===== src/rtl/async_fifo_reader.sv =====
// async_fifo_reader: read-domain consumer for the async FIFO.
// Issues fifo_rd_en, absorbs the FIFO's one-cycle read latency and re-presents
// words as a valid/ready stream through a 2-entry skid buffer (head/tail).
// Optional build macro ASYNC_FIFO_READER_STATS_EN adds the rd_word_count port,
// a saturating count of delivered words.
module async_fifo_reader #(
    parameter int BITS     = 32,
    parameter int CNT_BITS = 32
) (
    input  logic                rd_clk,
    input  logic                rd_rst,
    output logic                fifo_rd_en,
    input  logic [BITS-1:0]     fifo_rd_data,
    input  logic                fifo_rd_empty,
    output logic                m_valid,
    input  logic                m_ready,
    output logic [BITS-1:0]     m_data
`ifdef ASYNC_FIFO_READER_STATS_EN
    ,
    output logic [CNT_BITS-1:0] rd_word_count
`endif
);

    if (BITS < 1 || CNT_BITS < 1) begin : g_bad_param
        $error("async_fifo_reader: BITS and CNT_BITS must be >= 1");
    end

    logic [1:0]      occ;
    logic            inflight;
    logic [BITS-1:0] head;
    logic [BITS-1:0] tail;
    logic            pop;
    logic [2:0]      level;
    logic            wr_tail;

    assign m_valid = (occ != 2'd0);
    assign m_data  = head;

    // Occupancy after this edge, read issue rule and capture slot selection
    always_comb begin
        pop        = m_valid && m_ready;
        level      = {1'b0, occ} + {2'b0, inflight} - {2'b0, pop};
        fifo_rd_en = !rd_rst && !fifo_rd_empty && (level < 3'd2);
        // landing slot is occ-pop: 0 = head, 1 = tail
        wr_tail    = ((occ - {1'b0, pop}) == 2'd1);
    end

    // Occupancy and outstanding-read tracking
    always_ff @(posedge rd_clk or posedge rd_rst) begin
        if (rd_rst) begin
            occ      <= '0;
            inflight <= 1'b0;
        end else begin
            occ      <= level[1:0];
            inflight <= fifo_rd_en;
        end
    end

    // Skid buffer storage: capture returning word, shift tail to head on pop
    always_ff @(posedge rd_clk or posedge rd_rst) begin
        if (rd_rst) begin
            head <= '0;
            tail <= '0;
        end else begin
            if (inflight && !wr_tail) begin
                head <= fifo_rd_data;
            end else if (pop && occ == 2'd2) begin
                head <= tail;
            end
            if (inflight && wr_tail) begin
                tail <= fifo_rd_data;
            end
        end
    end

`ifdef ASYNC_FIFO_READER_STATS_EN
    // Saturating count of words handed downstream
    always_ff @(posedge rd_clk or posedge rd_rst) begin
        if (rd_rst) begin
            rd_word_count <= '0;
        end else if (pop && rd_word_count != '1) begin
            rd_word_count <= rd_word_count + 1'b1;
        end
    end
`endif

    a_no_overflow: assert property (@(posedge rd_clk) disable iff (rd_rst)
        ({1'b0, occ} + {2'b0, inflight}) <= 3'd2);

    a_no_read_when_empty: assert property (@(posedge rd_clk) disable iff (rd_rst)
        !(fifo_rd_en && fifo_rd_empty));

endmodule


===== config.mk =====
export PLATFORM = sky130hd
export DESIGN_NAME = async_fifo_reader
export DESIGN_NICKNAME = d
export VERILOG_FILES = /design/src/rtl/async_fifo_reader.sv
export SDC_FILE = /design/constraint.sdc
export NUM_CORES = 1
export LEC_CHECK = 0
export BUFFER_PORTS_ARGS = -buffer_cell sky130_fd_sc_hd__buf_2
export CAP_MARGIN = 20
export CORE_ASPECT_RATIO = 0.5
export CORE_MARGIN = 5
export CORE_UTILIZATION = 33
export CTS_CLUSTER_SIZE = 20
export DETAILED_ROUTE_END_ITERATION = 10
export GPL_ROUTABILITY_DRIVEN = 0
export GPL_TIMING_DRIVEN = 1
export PLACE_DENSITY = 0.66
export SLEW_MARGIN = 20
export SYNTH_ARGS = -nofsm -noshare
export SYNTH_HDL_FRONTEND = slang
export SYNTH_SLANG_ARGS = --single-unit

===== constraint.sdc =====
create_clock -name rd_clk -period 2.5 [get_ports rd_clk]
set_input_delay 0.5 -clock rd_clk [delete_from_list [all_inputs] [get_ports rd_clk]]
set_output_delay 0.5 -clock rd_clk [all_outputs]
set_load 0.01 [all_outputs]

==> flow_summary.json <==
{
  "drc": 0,
  "area_growth_pct": 28.4,
  "status": "finished, violations left",
  "fill_cells": 764,
  "io-pin-count": 70,
  "gr-usage-all-layers": 0.137,
  "critPathRequiredTime_ps": 2000,
  "ys_warn_count": 0,
  "violations": "setup timing",
  "period_share": 1.12,
  "dr.pass1.iters": 4,
  "drive_above_1_share": 0.498,
  "reg2regPathDepth": 6,
  "drt_iter0_markers": 115,
  "synth_area_leaders": "dfrtp_1 59%, mux2_2 12%, a221o_1 11%, and3_1 7.1%, buf_6 2.4%",
  "fin_skew_ps": 5.77,
  "pwr_density_cell_nw_per_um2": 1260,
  "synthFlopType": "dfrtp_1",
  "ys_seq_area_frac": 0.593,
  "tightest_slew_ps": 729,
  "dp_slack_ps": -241,
  "slew_violations": 0,
  "ir_worst_vdd_mv": 0.432,
  "num_vias": 2019,
  "layout.nets": 310,
  "arrival_ps": 2310,
  "whs_ps": 337,
  "critPathCaptureType": "primary output",
  "ctsRootBufferMaster": "clkbuf_16",
  "syn_nets": 235,
  "die_h_um": 75.5,
  "p_leak_nw": 1.89,
  "setup_ws_ps": -307,
  "start_util": 0.346,
  "die_w_um": 141,
  "clockBufferDepth": 2,
  "postSynthAreaPerCell_um2": 14.4,
  "clk_pin_slew_ps": 50,
  "fmax_mhz": 356,
  "wirelength_mm": 6.92,
  "cts_tree": "built",
  "grt_start_max_net_pins": 37,
  "dieArea_um2": 10600,
  "crit_path_max_fanout": 2,
  "finalHoldViolations": 0,
  "clkSinkCount": 67,
  "crit_start": "occ[1]",
  "relSlewSlack": 0.513,
  "synth_top_area_frac": 0.593,
  "setup_viol": 1,
  "ant_nets": 0,
  "grt_setup_unrepaired": "true",
  "port_buffers": 69,
  "ys_seq_elements": 67,
  "grt_overflow_total": 0,
  "min_period_ps": 2810,
  "grt_pass1_wl_mm": 11.4,
  "rrSetupSlack_ps": 240,
  "grt_pass1_vias": 2319,
  "synth_edf_count": 0,
  "reg2reg_from": "occ[0]",
  "cts_buffers": 9,
  "syn_inst": 197,
  "avgViaCountPerCell": 5.19,
  "clk_latency_ps": 320,
  "stdcell_count": 389,
  "synth_cell_types": 23,
  "final_util": 0.444,
  "synth_largest_area_cell": "dfrtp_1",
  "dpl.hpwl_mm": 4.70,
  "start_kind": "flip-flop",
  "critPathKind": "flip-flop to primary output",
  "routedWlPerCell_um": 17.8,
  "num_rows": 23,
  "dp_cells": 373,
  "antenna_found_initial": 0,
  "r2r_end": "m_data[10]",
  "ys_async_sr_fraction": 1.00,
  "htree_levels": 3,
  "antenna_cells": 0,
  "synth_area_um2": 2830,
  "hp-class": "input port to async pin",
  "core_um2": 8170,
  "cap_violations": 0
}
==> layer usage <==
metal | GRT usage | up-vias | routed length (um)
met5 | 0 | - | 0
met4 | 0.0655 | 0 | 97
met3 | 0.0351 | 13 | 295
met2 | 0.240 | 55 | 3570
met1 | 0.163 | 1042 | 2960
li1 | - | 909 | -
==> synth_stat cells (2+ instances only) <==
cell / number
or2_2: 2
buf_6: 6
dfrtp_1: 67
a221o_1: 32
mux2_2: 31
nand2_1: 3
buf_2: 3
and3_1: 32
inv_1: 2
clkbuf_1: 6
==> repair_timing <==
action / CTS / global route
hold endpoints to repair: 0 / 0
setup buffers: 0 / 0
endpoints found under the setup margin: 1 / 1
hold buffers: 0 / 0
pin swaps: 6 / 0
gates resized for setup: 7 / 2
==> state kept, by name, summed over array words and instances, names as in the netlist <==
| signal | flops |
|---|---|
| tail | 32 |
| occ | 2 |
| m_data | 32 |
| inflight | 1 |
==> power breakdown <==
part	switching, mW	leakage, nW	internal, mW	total, mW
Combinational	0.802	0.903	0.830	1.63
Clock	0.432	0.130	0.727	1.16
Sequential	0.219	0.862	1.55	1.77
Total	1.45	1.89	3.10	4.56
==> per-stage QoR <==
stage | TNS [ps] | area [um^2] | power (mW)
finish | -307 | 3630 | 4.56
global placement | -94.7 | 3320 | 3.27
CTS | -329 | 3620 | 4.58
detailed placement | -241 | 3320 | 3.37
global route | -361 | 3630 | 4.82
floorplan | 0 | 2860 | 2.83
==> cell families (layout without fill, tap and decap cells) <==
kind of cell    count (synthesis)  after routing  synth area share
simple gates                   43             43             0.100
flops                          67             67             0.593
mux                            32             32             0.129
buf+inv                        17             97            0.0398
compound gates                 35             35             0.123
xor+xnor                        1              1           0.00310
fa+ha+maj                       2              2            0.0115
==> critical path, stage by stage, from the launching register on <==
cell and delay, ps:
dfrtp_1 390, or2_4 280, nand2_4 70, or2_4 140
nand2_4 60, ha_4 150, fa_2 450, nor4_4 260
buf_2 180
==> layout by cell type (no fill, tap or decap), drive strengths merged <==
cell,synthesis,final
fa,1,1
nand2b,1,1
nor4,1,1
and3,32,32
nor2b,1,1
a221o,32,32
clkinvlp,0,1
dfrtp,67,67
a21o,1,1
xnor2,1,1
buf,9,79
ha,1,1
nor2,1,1
o21ai,2,2
clkbuf,6,15
nor3b,1,1
nand2,3,3
and2,1,1
or2,2,2
inv,2,2
mux2,32,32
==> area by class of cell <==
| class | count | area (um^2) | area share |
|---|---|---|---|
| clock buffer | 15 | 268 | 0.0737 |
| clock inverter | 1 | 7.51 | 0.00207 |
| inverter | 2 | 7.51 | 0.00207 |
| multi-input combinational | 113 | 1090 | 0.302 |
| sequential | 67 | 1680 | 0.462 |
| tap | 112 | 140 | 0.0386 |
| timing repair buffer | 79 | 437 | 0.120 |
==> how the worst max path moves through the flow <==
stage / depth (start not counted) / endpoint / slack, ps
final: 8 / fifo_rd_en / -310
after CTS: 9 / fifo_rd_en / -330
after floorplan: 7 / fifo_rd_en / 10
after global routing: 8 / fifo_rd_en / -360
after global placement: 8 / fifo_rd_en / -90
after detailed placement: 8 / fifo_rd_en / -240
No activity file was read; power rests on OpenSTA's default activity.
